===== config.mk =====
export PLATFORM = sky130hd
export DESIGN_NAME = alu_nibble_seq
export DESIGN_NICKNAME = d
export VERILOG_FILES = /design/src/rtl/alu_seq_pkg.sv /design/src/rtl/alu_slice4.sv /design/src/rtl/alu_nibble_seq.sv
export SDC_FILE = /design/constraint.sdc
export NUM_CORES = 1
export LEC_CHECK = 0
export ABC_AREA = 1
export CAP_MARGIN = 5
export CELL_PAD_IN_SITES_DETAIL_PLACEMENT = 1
export CELL_PAD_IN_SITES_GLOBAL_PLACEMENT = 2
export CORE_MARGIN = 2
export CORE_UTILIZATION = 27
export DETAILED_ROUTE_END_ITERATION = 8
export PLACE_DENSITY_LB_ADDON = 0.3
export SKIP_LAST_GASP = 1
export SYNTH_ARGS = -nofsm -noshare
export SYNTH_HDL_FRONTEND = slang
export SYNTH_HIERARCHICAL = 1
export SYNTH_SLANG_ARGS = --single-unit

===== constraint.sdc =====
create_clock -name clk -period 2.28 [get_ports clk]
set_input_delay 0.342 -clock clk [delete_from_list [all_inputs] [get_ports clk]]
set_output_delay 0.342 -clock clk [all_outputs]
set_load 0.05 [all_outputs]

===== src/rtl/alu_seq_pkg.sv =====
// rtl/alu_seq_pkg.sv - shared types and constants for the nibble-serial ALU sequencer
//
// Purpose: opcode and FSM state encodings, the slice width, and the helper
//          that picks the carry loaded when an operation is accepted.
// Ports:   none (package).
package alu_seq_pkg;

  localparam int NIBBLE_W = 4;

  typedef enum logic [1:0] {
    OP_ADD = 2'b00,
    OP_SUB = 2'b01,
    OP_AND = 2'b10,
    OP_OR  = 2'b11
  } opcode_e;

  typedef enum logic [1:0] {
    S_IDLE = 2'b00,
    S_RUN  = 2'b01,
    S_DONE = 2'b10
  } state_e;

  // Sub is A + ~B + 1, so the "+1" enters as the initial carry.
  function automatic logic init_carry(input logic [1:0] opcode, input logic cin);
    logic c;
    c = 1'b0;
    case (opcode)
      OP_ADD:  c = cin;
      OP_SUB:  c = 1'b1;
      default: c = 1'b0;
    endcase
    return c;
  endfunction

endpackage


===== src/rtl/alu_slice4.sv =====
// rtl/alu_slice4.sv - combinational 4-bit ALU slice
//
// Purpose: one nibble of add/sub/AND/OR. For sub the caller supplies the
//          already inverted B nibble, so add and sub share the adder.
// Ports:
//   a_i      in  4  operand A nibble
//   b_i      in  4  operand B' nibble (inverted B for sub)
//   opcode_i in  2  operation (alu_seq_pkg::opcode_e encoding)
//   cin_i    in  1  carry into this nibble
//   result_o out 4  result nibble
//   cout_o   out 1  carry out (forced 0 for AND/OR)
module alu_slice4
  import alu_seq_pkg::*;
(
  input  logic [NIBBLE_W-1:0] a_i,
  input  logic [NIBBLE_W-1:0] b_i,
  input  logic [1:0]          opcode_i,
  input  logic                cin_i,
  output logic [NIBBLE_W-1:0] result_o,
  output logic                cout_o
);

  logic [NIBBLE_W:0] sum;

  always_comb begin
    sum      = {1'b0, a_i} + {1'b0, b_i} + {{NIBBLE_W{1'b0}}, cin_i};
    result_o = sum[NIBBLE_W-1:0];
    cout_o   = sum[NIBBLE_W];
    case (opcode_i)
      OP_AND: begin
        result_o = a_i & b_i;
        cout_o   = 1'b0;
      end
      OP_OR: begin
        result_o = a_i | b_i;
        cout_o   = 1'b0;
      end
      default: ;
    endcase
  end

endmodule


===== src/rtl/alu_nibble_seq.sv =====
// rtl/alu_nibble_seq.sv - WIDTH-bit add/sub/AND/OR run one nibble per cycle
//
// Purpose: accepts an operation, streams operands LSB nibble first through a
//          single alu_slice4 with a registered carry, then presents the result
//          until the consumer takes it.
// Ports:
//   clk        in  1      clock, rising edge
//   rst        in  1      asynchronous active-high reset
//   in_valid   in  1      operation request valid
//   in_ready   out 1      idle, can accept a request
//   in_opcode  in  2      00 add, 01 sub, 10 AND, 11 OR
//   in_a       in  WIDTH  operand A
//   in_b       in  WIDTH  operand B
//   in_cin     in  1      carry-in (add only)
//   out_valid  out 1      result valid
//   out_ready  in  1      consumer accepts result
//   out_result out WIDTH  result
//   out_cout   out 1      final carry (add/sub), 0 for AND/OR
//   out_zero   out 1      result == 0 (only with ALU_SEQ_ZERO_FLAG_EN)
// Build option: ALU_SEQ_ZERO_FLAG_EN adds out_zero and its sticky register.
module alu_nibble_seq
  import alu_seq_pkg::*;
#(
  parameter int WIDTH = 16
) (
  input  logic             clk,
  input  logic             rst,
  input  logic             in_valid,
  output logic             in_ready,
  input  logic [1:0]       in_opcode,
  input  logic [WIDTH-1:0] in_a,
  input  logic [WIDTH-1:0] in_b,
  input  logic             in_cin,
  output logic             out_valid,
  input  logic             out_ready,
  output logic [WIDTH-1:0] out_result,
  output logic             out_cout
`ifdef ALU_SEQ_ZERO_FLAG_EN
  ,
  output logic             out_zero
`endif
);

  localparam int NIB   = WIDTH / NIBBLE_W;
  localparam int CNT_W = (NIB > 1) ? $clog2(NIB) : 1;
  localparam logic [CNT_W-1:0] LAST_NIB = CNT_W'(NIB - 1);

  state_e             state_q, state_d;
  logic [1:0]         opcode_q, opcode_d;
  logic [WIDTH-1:0]   a_q, a_d;
  logic [WIDTH-1:0]   b_q, b_d;
  logic [WIDTH-1:0]   res_q, res_d;
  logic [CNT_W-1:0]   cnt_q, cnt_d;
  logic               carry_q, carry_d;

  logic               accept;
  logic               run;
  logic               last_nib;
  logic [NIBBLE_W-1:0] slice_a;
  logic [NIBBLE_W-1:0] slice_b;
  logic [NIBBLE_W-1:0] slice_res;
  logic               slice_cout;

  assign accept   = (state_q == S_IDLE) && in_valid;
  assign run      = (state_q == S_RUN);
  assign last_nib = (cnt_q == LAST_NIB);

  // FSM: state register
  always_ff @(posedge clk or posedge rst) begin
    if (rst) state_q <= S_IDLE;
    else     state_q <= state_d;
  end

  // FSM: next state
  always_comb begin
    state_d = state_q;
    case (state_q)
      S_IDLE:  if (in_valid)  state_d = S_RUN;
      S_RUN:   if (last_nib)  state_d = S_DONE;
      S_DONE:  if (out_ready) state_d = S_IDLE;
      default: state_d = S_IDLE;
    endcase
  end

  // FSM: outputs
  always_comb begin
    in_ready  = (state_q == S_IDLE);
    out_valid = (state_q == S_DONE);
  end

  assign slice_a = a_q[cnt_q*NIBBLE_W +: NIBBLE_W];
  assign slice_b = b_q[cnt_q*NIBBLE_W +: NIBBLE_W];

  alu_slice4 u_slice (
    .a_i      (slice_a),
    .b_i      (slice_b),
    .opcode_i (opcode_q),
    .cin_i    (carry_q),
    .result_o (slice_res),
    .cout_o   (slice_cout)
  );

  always_comb begin
    opcode_d = opcode_q;
    a_d      = a_q;
    b_d      = b_q;
    res_d    = res_q;
    cnt_d    = cnt_q;
    carry_d  = carry_q;
    if (accept) begin
      opcode_d = in_opcode;
      a_d      = in_a;
      // B is stored pre-inverted for sub so the slice only ever adds.
      b_d      = (in_opcode == OP_SUB) ? ~in_b : in_b;
      cnt_d    = '0;
      carry_d  = init_carry(in_opcode, in_cin);
    end else if (run) begin
      res_d[cnt_q*NIBBLE_W +: NIBBLE_W] = slice_res;
      carry_d = slice_cout;
      cnt_d   = last_nib ? '0 : cnt_q + CNT_W'(1);
    end
  end

  always_ff @(posedge clk or posedge rst) begin
    if (rst) begin
      opcode_q <= 2'b00;
      a_q      <= '0;
      b_q      <= '0;
      res_q    <= '0;
      cnt_q    <= '0;
      carry_q  <= 1'b0;
    end else begin
      opcode_q <= opcode_d;
      a_q      <= a_d;
      b_q      <= b_d;
      res_q    <= res_d;
      cnt_q    <= cnt_d;
      carry_q  <= carry_d;
    end
  end

  // After the last nibble the carry register holds the final carry and is
  // left untouched through DONE, so it doubles as out_cout.
  assign out_result = res_q;
  assign out_cout   = carry_q;

`ifdef ALU_SEQ_ZERO_FLAG_EN
  logic sticky_q, sticky_d;

  always_comb begin
    sticky_d = sticky_q;
    if (accept)   sticky_d = 1'b0;
    else if (run) sticky_d = sticky_q | (|slice_res);
  end

  // Resets to "nonzero seen" so out_zero reads low until a result exists.
  always_ff @(posedge clk or posedge rst) begin
    if (rst) sticky_q <= 1'b1;
    else     sticky_q <= sticky_d;
  end

  assign out_zero = ~sticky_q;
`endif

endmodule


==> results.toml <==
[drt]
drc = 6
ant_nets = 0
num_vias = 2941
vias_per_cell = 4.518
drtPass1Iterations = 6
wl_per_cell_um = 13.16
drt_iter0_markers = 74
finalWirelength_um = 8567

[global_route]
grt_max_degree = 43
grt_pass1_vias = 3016
overflow = 0
grt_usage_pct = 13.99
grt_pass1_wl_um = 14500
antenna_found_initial = 0

[synth]
synth_area_leaders = "dfrtp_1 (43%), nand2_1 (20%), inv_1 (6.9%)"
synthMostInstantiatedCell = "nand2_1"
avgSynthCellArea_um2 = 7.424
synth_commonest_cells = "nand2_1 (173), inv_1 (59), dfrtp_1 (55)"
ys_ff_latch = 55
synth-main-ff-cell = "dfrtp_1"
syn-cell-area_mm2 = 0.003222
synth_top_cell_area_share_pct = 42.72
yosys.area.top_type = "dfrtp_1"
async_reset_ff_share_pct = 100.0
seq_area_frac_synth_pct = 42.72
yosys_warnings = 6
synth_edf_count = 0
netlist_instances = 434
synth_cell_types = 25
synth_fp_nets = 489

[clocking]
h-tree-depth = 2
clk_pin_slew_worst_paths_ns = 0.07
cts_buffer_depth = 2
cts_tree = "yes"
cts.sinks = 55
cts_buffers = 5
clkLatencyLatePin_ns = 0.29
cts_root_buf = "clkbuf_16"

[power]
total_power_mw = 6.740
p_leak_nw = 2.232
ir_drop_mv = 0.4804
clkPwrFrac_pct = 14.5
p_sw_share_pct = 45.88
p_int_mw = 3.648
power_density_mw_per_mm2 = 1564
pwr-share-seq_pct = 25.1
p_comb_share_pct = 60.4
p_sw_mw = 3.092

[status]
status = "finished, violations left"
failed_checks = "design-rule violations, negative setup slack"

[final_layout]
final_nets = 562
drive_above_1_share_pct = 12.99
final_util_pct = 37.43
syn2layout_area_growth_pct = 33.79
n_antenna_cell = 0

[die]
num_rows = 39
die_h_um = 113.2
pin_count = 58
fp.dieW_um = 113.2
core-area_mm2 = 0.01152
die_area_mm2 = 0.01282
initial_core_util_pct = 27.98

[setup_path]
cp-end-kind = "flop"
start_kind = "flop"
worstPathRequired_ns = 2.51
cpMaxStageDelayCell = "fa_2"
arrival_ns = 2.58
crit_fanout = 6
path_class = "reg2reg"
cp_cell_sequence = "inv_4, buf_6, nand2_1, o211ai_1, nand2_1, inv_2, fa_2, fa_2, o221ai_2, inv_1, nor3_2, nand2_1, nand2_1"
critPathBufInv = 4
cp_top_family = "adder cells"
worst_path_most_repeated_cell = "nand2_1"
reg2reg_slack_ns = -0.07
slowest_delay_ns = 0.43

[placed_design]
io_buffer_count = 57
hpwl_um = 6587
place_congestion = 0.7637
place_ws_ns = -0.1263

[sta]
relSlewSlack_pct = 58.68
skew_ns = 0.006057
worst_slew_pin_slew_ns = 0.6189
period_share_pct = 103.1
finalHoldViolations = 0
hold_ws_ns = 0.3616
fin_crit_ns = 2.350
timing.setup.tns_ns = -0.3052
fmaxAchievable_ghz = 0.4255
slew_violations = 0
rsz0062_at_grt = "yes"
setup-violations-final = 7
worst_slack_ns = -0.07020

[worst_hold_path]
hold_path.class = "in2async"

[flow_run]
cap_violations = 0
==> state kept, by name, summed over array words and instances, names as in the netlist <==
name	flops
state_q	2
a_q	16
out_result	16
opcode_q	2
cnt_q	2
out_cout	1
b_q	16
==> layout make-up <==
cell class	count	area, µm²
multi-input cells	298	1534
clock inverters	2	60.06
inverters	63	239.0
repair buffers	84	792.0
well taps	143	178.9
fillers	1421	7206
clock buffers	6	128.9
flip-flops and latches	55	1378
==> power by group through the flow <==
stage / combinational, mW / sequential (mW) / clock, mW
floorplan: 2.32 / 1.96 / 0
global placement: 3.49 / 1.71 / 0
detailed placement: 3.59 / 1.72 / 0
CTS: 3.85 / 1.70 / 1.01
global route: 4.60 / 1.75 / 1.05
finish: 4.07 / 1.69 / 0.977
==> cells in the final DEF, fill, tap and decap left out, drive strengths merged <==
master and n:
a21oi 2, fa 2, dfrtp 55, o21bai 1
clkdlybuf4s50 57, buf 27, ha 14, inv 63
nand3 44, nor3 4, bufinv 2, clkbuf 6
nor2 21, nand2 176, o21ai 18, o211ai 12
o22ai 2, o221ai 2
==> worst paths after layout <==
| kind | cells after the start | startpoint | endpoint |
|---|---|---|---|
| max in group asynchronous | 3 | rst | out_result[1] |
| max | 13 | cnt_q[0] | out_result[5] |
| min in group clk | 2 | out_result[8] | out_result[8] |
| min | 2 | rst | a_q[8] |
| max reg2reg | 13 | cnt_q[0] | out_result[5] |
| min reg2reg | 2 | out_result[8] | out_result[8] |
==> cell families after synthesis <==
family	synth area share [%]
fa+ha+maj	6.680
simple gates	31.81
flops	42.72
compound gates	7.262
buf+inv	11.53
==> through the flow <==
step | area, µm² | instances
finish | 4310 | 651
floorplan | 3251 | 434
CTS | 4217 | 645
detailed placement | 3956 | 630
global route | 4310 | 651
global placement | 3956 | 630
==> metal layers <==
layer  vias to the layer above  routed length (µm)  GRT usage (%)
met5                         -                   0              0
met4                         0                  93          3.415
met3                         7                 252          2.089
met2                        50                4220          24.55
met1                      1402                4001          18.12
li1                       1482                   -              -
==> repair_timing <==
action                                 CTS  global route
hold buffers                             0             0
setup endpoints to repair               11            17
setup buffers                            8             6
resized for setup                        7            14
endpoints found under the hold margin    0             0
pin swaps                                8             6
No activity file was read; power rests on OpenSTA's default activity.
